[config.mk]
export PLATFORM = sky130hd
export DESIGN_NAME = shift_sched_flat
export DESIGN_NICKNAME = d
export VERILOG_FILES = /design/src/rtl/shift_sched_if.sv /design/src/rtl/shift_sched.sv /design/src/flat_wrapper.sv
export SDC_FILE = /design/constraint.sdc
export NUM_CORES = 1
export LEC_CHECK = 0
export ABC_AREA = 1
export BUFFER_PORTS_ARGS = -buffer_cell sky130_fd_sc_hd__buf_2
export CAP_MARGIN = 20
export CORE_AREA = 2 2 57 59
export CTS_CLUSTER_DIAMETER = 30
export CTS_CLUSTER_SIZE = 14
export DETAILED_ROUTE_END_ITERATION = 8
export DIE_AREA = 0 0 59 61
export PLACE_DENSITY_LB_ADDON = 0.08
export RECOVER_POWER = 25
export SETUP_SLACK_MARGIN = 0.3
export SLEW_MARGIN = 20
export SYNTH_ARGS = -nofsm -noshare
export SYNTH_HDL_FRONTEND = slang
export SYNTH_SLANG_ARGS = --single-unit
[constraint.sdc]
create_clock -name clk_i -period 3.6 [get_ports clk_i]
set_input_delay 0.18 -clock clk_i [delete_from_list [all_inputs] [get_ports clk_i]]
set_output_delay 0.18 -clock clk_i [all_outputs]
set_load 0.01 [all_outputs]
[src/rtl/shift_sched_if.sv]
// ---------------------------------------------------------------------------
// shift_sched_if
// Purpose : bundles the two requester channels and the shift-register control
//           outputs of shift_sched into a single port.
// Signals :
//   req_a / req_b   requester transfer request, held until its grant is seen
//   din_a / din_b   requester parallel data (8 bit), stable while req is high
//   dir_a / dir_b   requester shift direction, 0 = right, 1 = left
//   gnt_a / gnt_b   one-cycle grant pulse to the accepted requester
//   sel             shift-register mode: 00 hold, 01 right, 10 left, 11 load
//   dout            parallel load data, valid while sel = 11
//   busy            high from LOAD through DONE inclusive
//   done            one-cycle transfer-complete pulse
// Modports: master = requester / shift-register side, slave = scheduler.
// ---------------------------------------------------------------------------
interface shift_sched_if;
  localparam int unsigned DW = 8;

  logic          req_a;
  logic [DW-1:0] din_a;
  logic          dir_a;
  logic          req_b;
  logic [DW-1:0] din_b;
  logic          dir_b;

  logic          gnt_a;
  logic          gnt_b;
  logic [1:0]    sel;
  logic [DW-1:0] dout;
  logic          busy;
  logic          done;

  modport master (
    output req_a, din_a, dir_a,
    output req_b, din_b, dir_b,
    input  gnt_a, gnt_b, sel, dout, busy, done
  );

  modport slave (
    input  req_a, din_a, dir_a,
    input  req_b, din_b, dir_b,
    output gnt_a, gnt_b, sel, dout, busy, done
  );
endinterface

[src/rtl/shift_sched.sv]
// ---------------------------------------------------------------------------
// shift_sched
// Purpose : arbitrates between two requesters and sequences an external shift
//           register through one parallel load followed by SHIFT_LEN shifts.
//           Flow per transfer: IDLE -> LOAD -> SHIFT x SHIFT_LEN -> DONE -> IDLE.
// Ports   :
//   clk_i   system clock, all state changes on the rising edge
//   rst_i   synchronous active-high reset; aborts any transfer, no done pulse
//   bus     shift_sched_if.slave (requests in, grant/sel/dout/busy/done out)
// Params  : SHIFT_LEN  shift cycles per transfer, legal range 0..8
// Config  : SHIFT_SCHED_FIXED_PRIORITY_EN  when defined, A always wins
//           simultaneous requests and the round-robin pointer is removed;
//           when undefined, round-robin arbitration is used.
// All outputs are registered.
// ---------------------------------------------------------------------------
module shift_sched #(
  parameter int unsigned SHIFT_LEN = 8
) (
  input  logic          clk_i,
  input  logic          rst_i,
  shift_sched_if.slave  bus
);

  localparam int unsigned DW = 8;
  localparam int unsigned CW = 4;

  localparam logic [CW-1:0] LEN_C = CW'(SHIFT_LEN);

  localparam logic [1:0] SEL_HOLD  = 2'b00;
  localparam logic [1:0] SEL_RIGHT = 2'b01;
  localparam logic [1:0] SEL_LEFT  = 2'b10;
  localparam logic [1:0] SEL_LOAD  = 2'b11;

  typedef enum logic [1:0] {
    S_IDLE  = 2'd0,
    S_LOAD  = 2'd1,
    S_SHIFT = 2'd2,
    S_DONE  = 2'd3
  } state_e;

  state_e        state_q, state_d;
  logic [CW-1:0] cnt_q,   cnt_d;
  logic [DW-1:0] dout_q,  dout_d;
  logic          dir_q,   dir_d;
  logic [1:0]    sel_q,   sel_d;
  logic          gnt_a_q, gnt_a_d;
  logic          gnt_b_q, gnt_b_d;
  logic          busy_q,  busy_d;
  logic          done_q,  done_d;

  logic          any_req_c;
  logic          win_b_c;

  assign any_req_c = bus.req_a | bus.req_b;

  // Arbitration: decide whether B wins the current IDLE sample.
`ifdef SHIFT_SCHED_FIXED_PRIORITY_EN
  // B is only accepted when A is not asking.
  assign win_b_c = ~bus.req_a;
`else
  logic last_b_q, last_b_d;

  // B wins when alone, or when both ask and A was the last one served.
  assign win_b_c = bus.req_b & (~bus.req_a | ~last_b_q);
`endif

  // Next-state and next-output logic; outputs are computed for the state
  // being entered so that every output comes straight from a flop.
  always_comb begin
    state_d = state_q;
    cnt_d   = cnt_q;
    dout_d  = dout_q;
    dir_d   = dir_q;
    sel_d   = sel_q;
    gnt_a_d = 1'b0;
    gnt_b_d = 1'b0;
    busy_d  = busy_q;
    done_d  = 1'b0;
`ifndef SHIFT_SCHED_FIXED_PRIORITY_EN
    last_b_d = last_b_q;
`endif

    unique case (state_q)
      S_IDLE: begin
        sel_d  = SEL_HOLD;
        busy_d = 1'b0;
        if (any_req_c) begin
          state_d = S_LOAD;
          sel_d   = SEL_LOAD;
          busy_d  = 1'b1;
          dout_d  = win_b_c ? bus.din_b : bus.din_a;
          dir_d   = win_b_c ? bus.dir_b : bus.dir_a;
          gnt_a_d = ~win_b_c;
          gnt_b_d = win_b_c;
          cnt_d   = LEN_C;
`ifndef SHIFT_SCHED_FIXED_PRIORITY_EN
          // Pointer moves together with the grant, i.e. as LOAD is entered.
          last_b_d = win_b_c;
`endif
        end
      end

      S_LOAD: begin
        busy_d = 1'b1;
        if (LEN_C != CW'(0)) begin
          state_d = S_SHIFT;
          sel_d   = dir_q ? SEL_LEFT : SEL_RIGHT;
        end else begin
          state_d = S_DONE;
          sel_d   = SEL_HOLD;
          done_d  = 1'b1;
        end
      end

      S_SHIFT: begin
        busy_d = 1'b1;
        cnt_d  = cnt_q - CW'(1);
        // Counter holds the shifts still to run including the current one.
        if (cnt_q <= CW'(1)) begin
          cnt_d   = '0;
          state_d = S_DONE;
          sel_d   = SEL_HOLD;
          done_d  = 1'b1;
        end
      end

      S_DONE: begin
        state_d = S_IDLE;
        sel_d   = SEL_HOLD;
        busy_d  = 1'b0;
      end

      default: begin
        state_d = S_IDLE;
        sel_d   = SEL_HOLD;
        busy_d  = 1'b0;
      end
    endcase
  end

  // State and output registers with synchronous reset.
  always_ff @(posedge clk_i) begin
    if (rst_i) begin
      state_q <= S_IDLE;
      cnt_q   <= '0;
      dout_q  <= '0;
      dir_q   <= 1'b0;
      sel_q   <= SEL_HOLD;
      gnt_a_q <= 1'b0;
      gnt_b_q <= 1'b0;
      busy_q  <= 1'b0;
      done_q  <= 1'b0;
`ifndef SHIFT_SCHED_FIXED_PRIORITY_EN
      // Pointing at B makes A win the first contention.
      last_b_q <= 1'b1;
`endif
    end else begin
      state_q <= state_d;
      cnt_q   <= cnt_d;
      dout_q  <= dout_d;
      dir_q   <= dir_d;
      sel_q   <= sel_d;
      gnt_a_q <= gnt_a_d;
      gnt_b_q <= gnt_b_d;
      busy_q  <= busy_d;
      done_q  <= done_d;
`ifndef SHIFT_SCHED_FIXED_PRIORITY_EN
      last_b_q <= last_b_d;
`endif
    end
  end

  assign bus.gnt_a = gnt_a_q;
  assign bus.gnt_b = gnt_b_q;
  assign bus.sel   = sel_q;
  assign bus.dout  = dout_q;
  assign bus.busy  = busy_q;
  assign bus.done  = done_q;

endmodule

[src/flat_wrapper.sv]
// flat-port wrapper written by rule: the top's interface ports become plain ports
module shift_sched_flat 
#(
  parameter int unsigned SHIFT_LEN = 8
)
  (clk_i, rst_i, bus_req_a, bus_din_a, bus_dir_a, bus_req_b, bus_din_b, bus_dir_b, bus_gnt_a, bus_gnt_b, bus_sel, bus_dout, bus_busy, bus_done);
  shift_sched_if bus_i ();
  input  logic clk_i;
  input  logic rst_i;
  input wire logic [$bits(bus_i.req_a)-1:0] bus_req_a;
  input wire logic [$bits(bus_i.din_a)-1:0] bus_din_a;
  input wire logic [$bits(bus_i.dir_a)-1:0] bus_dir_a;
  input wire logic [$bits(bus_i.req_b)-1:0] bus_req_b;
  input wire logic [$bits(bus_i.din_b)-1:0] bus_din_b;
  input wire logic [$bits(bus_i.dir_b)-1:0] bus_dir_b;
  output wire logic [$bits(bus_i.gnt_a)-1:0] bus_gnt_a;
  output wire logic [$bits(bus_i.gnt_b)-1:0] bus_gnt_b;
  output wire logic [$bits(bus_i.sel)-1:0] bus_sel;
  output wire logic [$bits(bus_i.dout)-1:0] bus_dout;
  output wire logic [$bits(bus_i.busy)-1:0] bus_busy;
  output wire logic [$bits(bus_i.done)-1:0] bus_done;
  assign bus_i.req_a = bus_req_a;
  assign bus_i.din_a = bus_din_a;
  assign bus_i.dir_a = bus_dir_a;
  assign bus_i.req_b = bus_req_b;
  assign bus_i.din_b = bus_din_b;
  assign bus_i.dir_b = bus_dir_b;
  assign bus_gnt_a = bus_i.gnt_a;
  assign bus_gnt_b = bus_i.gnt_b;
  assign bus_sel = bus_i.sel;
  assign bus_dout = bus_i.dout;
  assign bus_busy = bus_i.busy;
  assign bus_done = bus_i.done;
  shift_sched #(.SHIFT_LEN(SHIFT_LEN)) u_core (.clk_i(clk_i), .rst_i(rst_i), .bus(bus_i));
endmodule
Word-level counts from Yosys, hierarchy flattened
Cells that the tools add are included.
{"block": "totals", "register_bits": 22, "inputBits": 22, "out_inout_bits": 14, "wordCells": 49}
{"block": "classes", "n_addsub": 1, "order_cmp": 1, "eq_ne": 5, "mux": 15, "bitwise_logic": 9, "n_reduce_logical": 8}
{"cell": "2-bit one-hot mux with 4 select lines", "n": 2}
{"cell": "2-bit two-way mux", "n": 5}
{"cell": "4-bit two-way mux", "n": 2}
{"cell": "8-bit two-way mux", "n": 1}
{"cell": "4-bit one-hot mux with 2 select lines", "n": 1}
{"cell": "1-bit inverter", "n": 6}
{"cell": "2-bit AND reduction", "n": 3}
{"cell": "2-bit equality test (second input constant)", "n": 2}
{"cell": "4-bit by 1-bit <= comparator with 1-bit output (second input constant)", "n": 1}
{"cell": "2-bit by 1-bit != test with 1-bit output (second input constant)", "n": 2}
{"cell": "2-bit OR reduction", "n": 2}
{"cell": "4-bit by 1-bit subtractor with 4-bit output (second input constant)", "n": 1}
{"cell": "1-bit two-way mux", "n": 3}
{"cell": "1-bit one-hot mux with 3 select lines", "n": 1}
{"cell": "3-bit OR reduction", "n": 1}
{"cell": "2-bit by 1-bit equality test with 1-bit output (second input constant)", "n": 1}
{"cell": "2-bit logical NOT", "n": 1}
{"cell": "1-bit OR", "n": 2}
{"cell": "2-bit nonzero test", "n": 1}
{"cell": "1-bit bitwise AND", "n": 1}

Longest topological paths before layout
{"block": "logic_depth", "ltp_word": 4, "depth_mapped": 9, "mapped_depth_nobuf": 9}

Least setup slack after synthesis
No wires, ideal clock.
{"block": "synth_timing", "path_kind": "flip-flop to flip-flop", "startpoint": "reg u_core.state_q[0]", "endpoint": "reg u_core.dout_q[0] (netlist: u_core.bus.dout[0])", "setup_ns": 0.071, "t_arrival_ns": 1.155, "required_time_ns": 3.529, "path_slack_ns": 2.375, "path_stages_with_launch": 8, "n_path_buf": 1, "period_less_slack_ns": 1.225, "cell_sequence": "dfxtp_1 inv_1 ha_1 inv_2 nor2_4 buf_4 nand3_1 a21oi_1"}
{"block": "synth_via", "elab_chain_cells": 2}
{"element": "from (decl)", "line": "shift_sched.sv:41", "source": "state_e state_q, state_d;"}
{"element": "from (signal assigned)", "line": "shift_sched.sv:158", "source": "state_q <= state_d;"}
{"element": "2-bit logical NOT", "line": "shift_sched.sv:83", "source": "unique case (state_q)"}
{"element": "2-bit AND reduction (no source line)"}
{"element": "to (signal assigned)", "line": "shift_sched.sv:160", "source": "dout_q <= dout_d;"}
{"element": "to (decl)", "line": "shift_sched.sv:43", "source": "logic [DW-1:0] dout_q, dout_d;"}
Every way passes these cells.
A chain may end at the register's enable or synchronous reset.

Final worst setup path
{"block": "layout_timing", "startpoint": "reg u_core.state_q[0]", "endpoint": "reg u_core.cnt_q[1]"}
{"block": "layout_via", "elab_chain_cells": 3, "elab_cells_between_ends": 6, "cone_classes": "eq/ne: 2; mux: 1; reduce/logical: 3"}
{"element": "2-bit logical NOT / 2-bit equality test (equally long branches)", "line": "shift_sched.sv:83"}
{"element": "2-bit by 1-bit != test with 1-bit output (no source line) / 2-bit nonzero test (equally long branches)"}
{"element": "2-bit AND reduction (no source line)"}
{"element": "to (signal assigned)", "line": "shift_sched.sv:159", "source": "cnt_q <= cnt_d;"}
{"element": "to (decl)", "line": "shift_sched.sv:42", "source": "logic [CW-1:0] cnt_q, cnt_d;"}
Parallel ways exist; a longest one is shown, timed or not.

==> metrics list <==
- Status: completed
- Clock-pin slew was measured on the worst setup and hold paths at 0.13 ns.
- Power Dens Cells: 712.6 mW/mm^2
- The first routing iteration left 30 violations.
- The clock reaches the later pin of the worst-skew pair after 0.31 ns.
* Critical Path AT: 1.74 ns
* Synth Net Count: 192
- For this run, asynchronously set or reset flops after synthesis account for 0%.
* DRC violation count after routing: 0
- For the pin with the worst max-slew slack, the measured transition is 0.4964 ns.
- Number of cells upsized or downsized after cts: 0
- Share of the core filled with cells: between 40% and 50%
* Synth Flop Type: sky130_fd_sc_hd__dfxtp_1
- The first detailed-routing pass ran for 4 iterations.
* Std cell rows: 20
- Final setup viols: 0
* Wire length of the first global-routing pass: ~4200 um
- Clock tree synthesis selected as its root buffer the cell sky130_fd_sc_hd__clkbuf_4.
* Dominant cells by area after synthesis: sky130_fd_sc_hd__dfxtp_1, sky130_fd_sc_hd__nand2_1, sky130_fd_sc_hd__nand3_1
* Max rail drop VDD: roughly 0.33 mV
- Crit-path max FO: 11
- Clock period minus worst slack: approximately 1.5 ns
* Worst Hold Endpoint: u_core.dir_q
- Number of nets with antenna violations after detailed routing: 0
* List of most frequent post-synthesis cells: sky130_fd_sc_hd__nand2_1, sky130_fd_sc_hd__dfxtp_1, sky130_fd_sc_hd__inv_1, sky130_fd_sc_hd__nand3_1, sky130_fd_sc_hd__nor2_1
- The synthesized design contains 0 enable-type register cells.
* Routability congestion estimate: around 0.78
- Input and output buffers added on the ports amount to 35.
- Post-DP HPWL: about 1900 um
* Mean post-synth cell area: slightly above 7 sq um
* Effective utilization at floorplan: slightly below 40%
- In this run the horizontal extent of the chip is slightly below 60 um.
- Placed insts: 227
- Die height: 61 um
- Among all stages on the critical path, the largest delay is contributed by sky130_fd_sc_hd__dfxtp_1.
* Total vias in the final route: about 1.1k
- Flop and latch count out of synthesis: 22
- The die covers about 0.0036 sq mm.
- Global routing consumed, over all layers together, around 15% of the routing resources.
- Number of hold buffers added after cts: 0
* CP cell instances: inv_1, ha_1, o21ai_2, nand2_1, nand2_1, nand2_1, nor2_1
- In the final timing run, aggregate negative setup slack is 0 ns.
- Nets: approximately 230
- The number of setup buffers added after CTS is 0.
- Post-synthesis cell count: around 160
- For the worst setup path, the data required time is between 3 and 4 ns.
* Crit path launch type: flip-flop
- Dividing the detail-routed via count by the number of cells gives slightly below 5.
- Kind of end point of the critical path: flip-flop
- Cell depth of the worst flop-to-flop path: 7
* Path type of the worst setup path: flip-flop to flip-flop
- Area share of the leading cell type in the synthesized netlist: between 30% and 40%
* Diode insertion count for antenna repair: 0
- Of the cells placed in the final design, the portion with a size suffix greater than 1 is a little under a fifth.
- The final critical path takes up around 41% of the cycle.
- The startpoint identified for the worst register-to-register timing path is u_core.state_q[0].
* Clock tree from TritonCTS: done
- Buffers from clock root to sink, at most: 2
- Unrepaired setup endpoints after global routing: no
- Hold path startpoint: bus_dir_b
- In the final routed layout, each cell accounts on average for about 11 um.
* Hold path depth: 3
- The biggest area contributor in the post-synthesis netlist is sky130_fd_sc_hd__dfxtp_1.
* Clk sinks: 22
- After layout, the design draws a total of ~970 uW.
- Across the run, the number of max-cap violations was 0.
- # IOs: 36
- Delay of the slowest cell on the worst path: 0.36 ns
- Yosys printed 0 warnings.
- For flop-to-flop paths, the worst setup slack is 2.11 ns.
- Worst clock skew: around 0.015 ns
- Global routing finished with a remaining overflow of 0.
* Layout-stage area growth over the synthesis result: 17.32%
- Hold WC Path Type: input pin to flip-flop
* Total length of routed wires: between 2000 and 3000 um
* Netlist area before placement: 0.001156 sq mm
- Hold Violations, Final: 0
- Via count of the first global-routing pass: around 950
- The most numerous cell type found on the critical path is sky130_fd_sc_hd__nand2_1.
* P_leak: approximately 0.70 nW
- The number of slew-limit violations in the final report is 0.
* Count leader, synth: sky130_fd_sc_hd__nand2_1
- Fmax: 672.4 MHz
- CTS buffer count: 3
- The worst pin sits at a relative slew slack of between 60% and 70%.
- Number of non-filler instances in the completed layout: around 230
- The endpoint identified for the worst register-to-register timing path is u_core.cnt_q[1].
- Core region area: 0.002953 sq mm
- Maximum number of pins on one net before global-route repair: 14
- After synthesis, flip-flops and latches occupy a little under two fifths of the total area.
- CTS built an H-tree with a depth of 1.
- Number of antenna violations at the first check in global routing: 0
- The netlist uses 21 different library cells.
-- area by class of cell --
type,instances,area (sq um)
Clock buffer,4,36.28
Multi-Input combinational cell,113,584.3
Tap cell,33,41.29
Fill cell,319,1597
Inverter,24,90.09
Timing Repair Buffer,35,163.9
Sequential cell,22,440.4
-- placed cells by master, fill, tap and decap left out, types with 3 or more instances in the layout --
master / netlist / layout
sky130_fd_sc_hd__nand2_1: 38 / 38
sky130_fd_sc_hd__buf_2: 0 / 26
sky130_fd_sc_hd__dfxtp_1: 22 / 22
sky130_fd_sc_hd__inv_1: 21 / 21
sky130_fd_sc_hd__nand3_1: 18 / 18
sky130_fd_sc_hd__nor2_1: 14 / 14
sky130_fd_sc_hd__a21oi_1: 13 / 13
sky130_fd_sc_hd__nand3b_1: 9 / 9
sky130_fd_sc_hd__clkbuf_1: 1 / 9
sky130_fd_sc_hd__ha_1: 6 / 6
sky130_fd_sc_hd__o21ai_1: 4 / 4
sky130_fd_sc_hd__nand2_2: 3 / 3
sky130_fd_sc_hd__nor3_1: 3 / 3
sky130_fd_sc_hd__clkbuf_4: 0 / 3
-- report_power, final --
group          total, mW  switching, mW  internal, mW
clock network      0.136         0.0746        0.0617
registers          0.365         0.0405         0.324
logic              0.466          0.295         0.171
total              0.966          0.410         0.556
-- registers in the layout (all words and copies together) (netlist names) --
| name | flops |
|---|---|
| u_core.bus.dout | 8 |
| u_core.bus.sel | 2 |
| u_core.bus.gnt_b | 1 |
| u_core.cnt_q | 4 |
| u_core.state_q | 2 |
| u_core.bus.busy | 1 |
| u_core.bus.done | 1 |
| u_core.last_b_q | 1 |
| u_core.dir_q | 1 |
| u_core.bus.gnt_a | 1 |
-- kinds of logic after synthesis --
family          after synthesis  share of synthesized area, %
simple gates                 88                         35.50
buf+inv                      29                         11.36
flops                        22                         38.10
compound gates               19                         8.549
fa+ha+maj                     6                         6.493
-- worst max path at each step --
| stage | end | depth (start not counted) | slack (ns) | from |
|---|---|---|---|---|
| 5_1_grt | u_core.bus.dout[7] | 7 | 1.97 | u_core.state_q[0] |
| 4_1_cts | u_core.bus.dout[7] | 7 | 2.11 | u_core.state_q[0] |
| 6_report | u_core.cnt_q[1] | 7 | 2.11 | u_core.state_q[0] |
| 2_1_floorplan | u_core.bus.dout[0] | 7 | 2.37 | u_core.state_q[0] |
| 3_3_place_gp | u_core.bus.dout[7] | 7 | 2.20 | u_core.state_q[0] |
| 3_5_place_dp | u_core.bus.dout[7] | 7 | 2.14 | u_core.state_q[0] |
-- routing by layer --
| metal | vias to the layer above | wire length [um] | global-route usage, % | share of wire, % |
|---|---|---|---|---|
| li1 | 587 | - | - | - |
| met1 | 500 | 1222 | 20.88 | 47 |
| met2 | 30 | 1245 | 24.29 | 48 |
| met3 | 2 | 125 | 2.345 | 4.8 |
| met4 | 0 | 21 | 6.818 | 0.80 |
| met5 | - | 0 | 0 | 0 |
-- worst max-delay path, delay by kind of cell, from the launching register on --
kind | cells | cell delay (ns)
buf+inv | 1 | 0.09
flops | 1 | 0.36
simple gates | 4 | 0.50
fa+ha+maj | 1 | 0.27
compound gates | 1 | 0.23
-- through the flow --
| step | hold WS [ns] | area [sq um] | setup WS [ns] |
|---|---|---|---|
| 2_1_floorplan | 0.3046 | 1156 | 2.375 |
| 3_3_place_gp | 0.4139 | 1331 | 2.201 |
| 3_5_place_dp | 0.4135 | 1331 | 2.145 |
| 4_1_cts | 0.07585 | 1368 | 2.113 |
| 5_1_grt | 0.09870 | 1356 | 1.972 |
| 6_report | 0.08411 | 1356 | 2.113 |
Note: power is estimated with default switching activity, not from simulation.
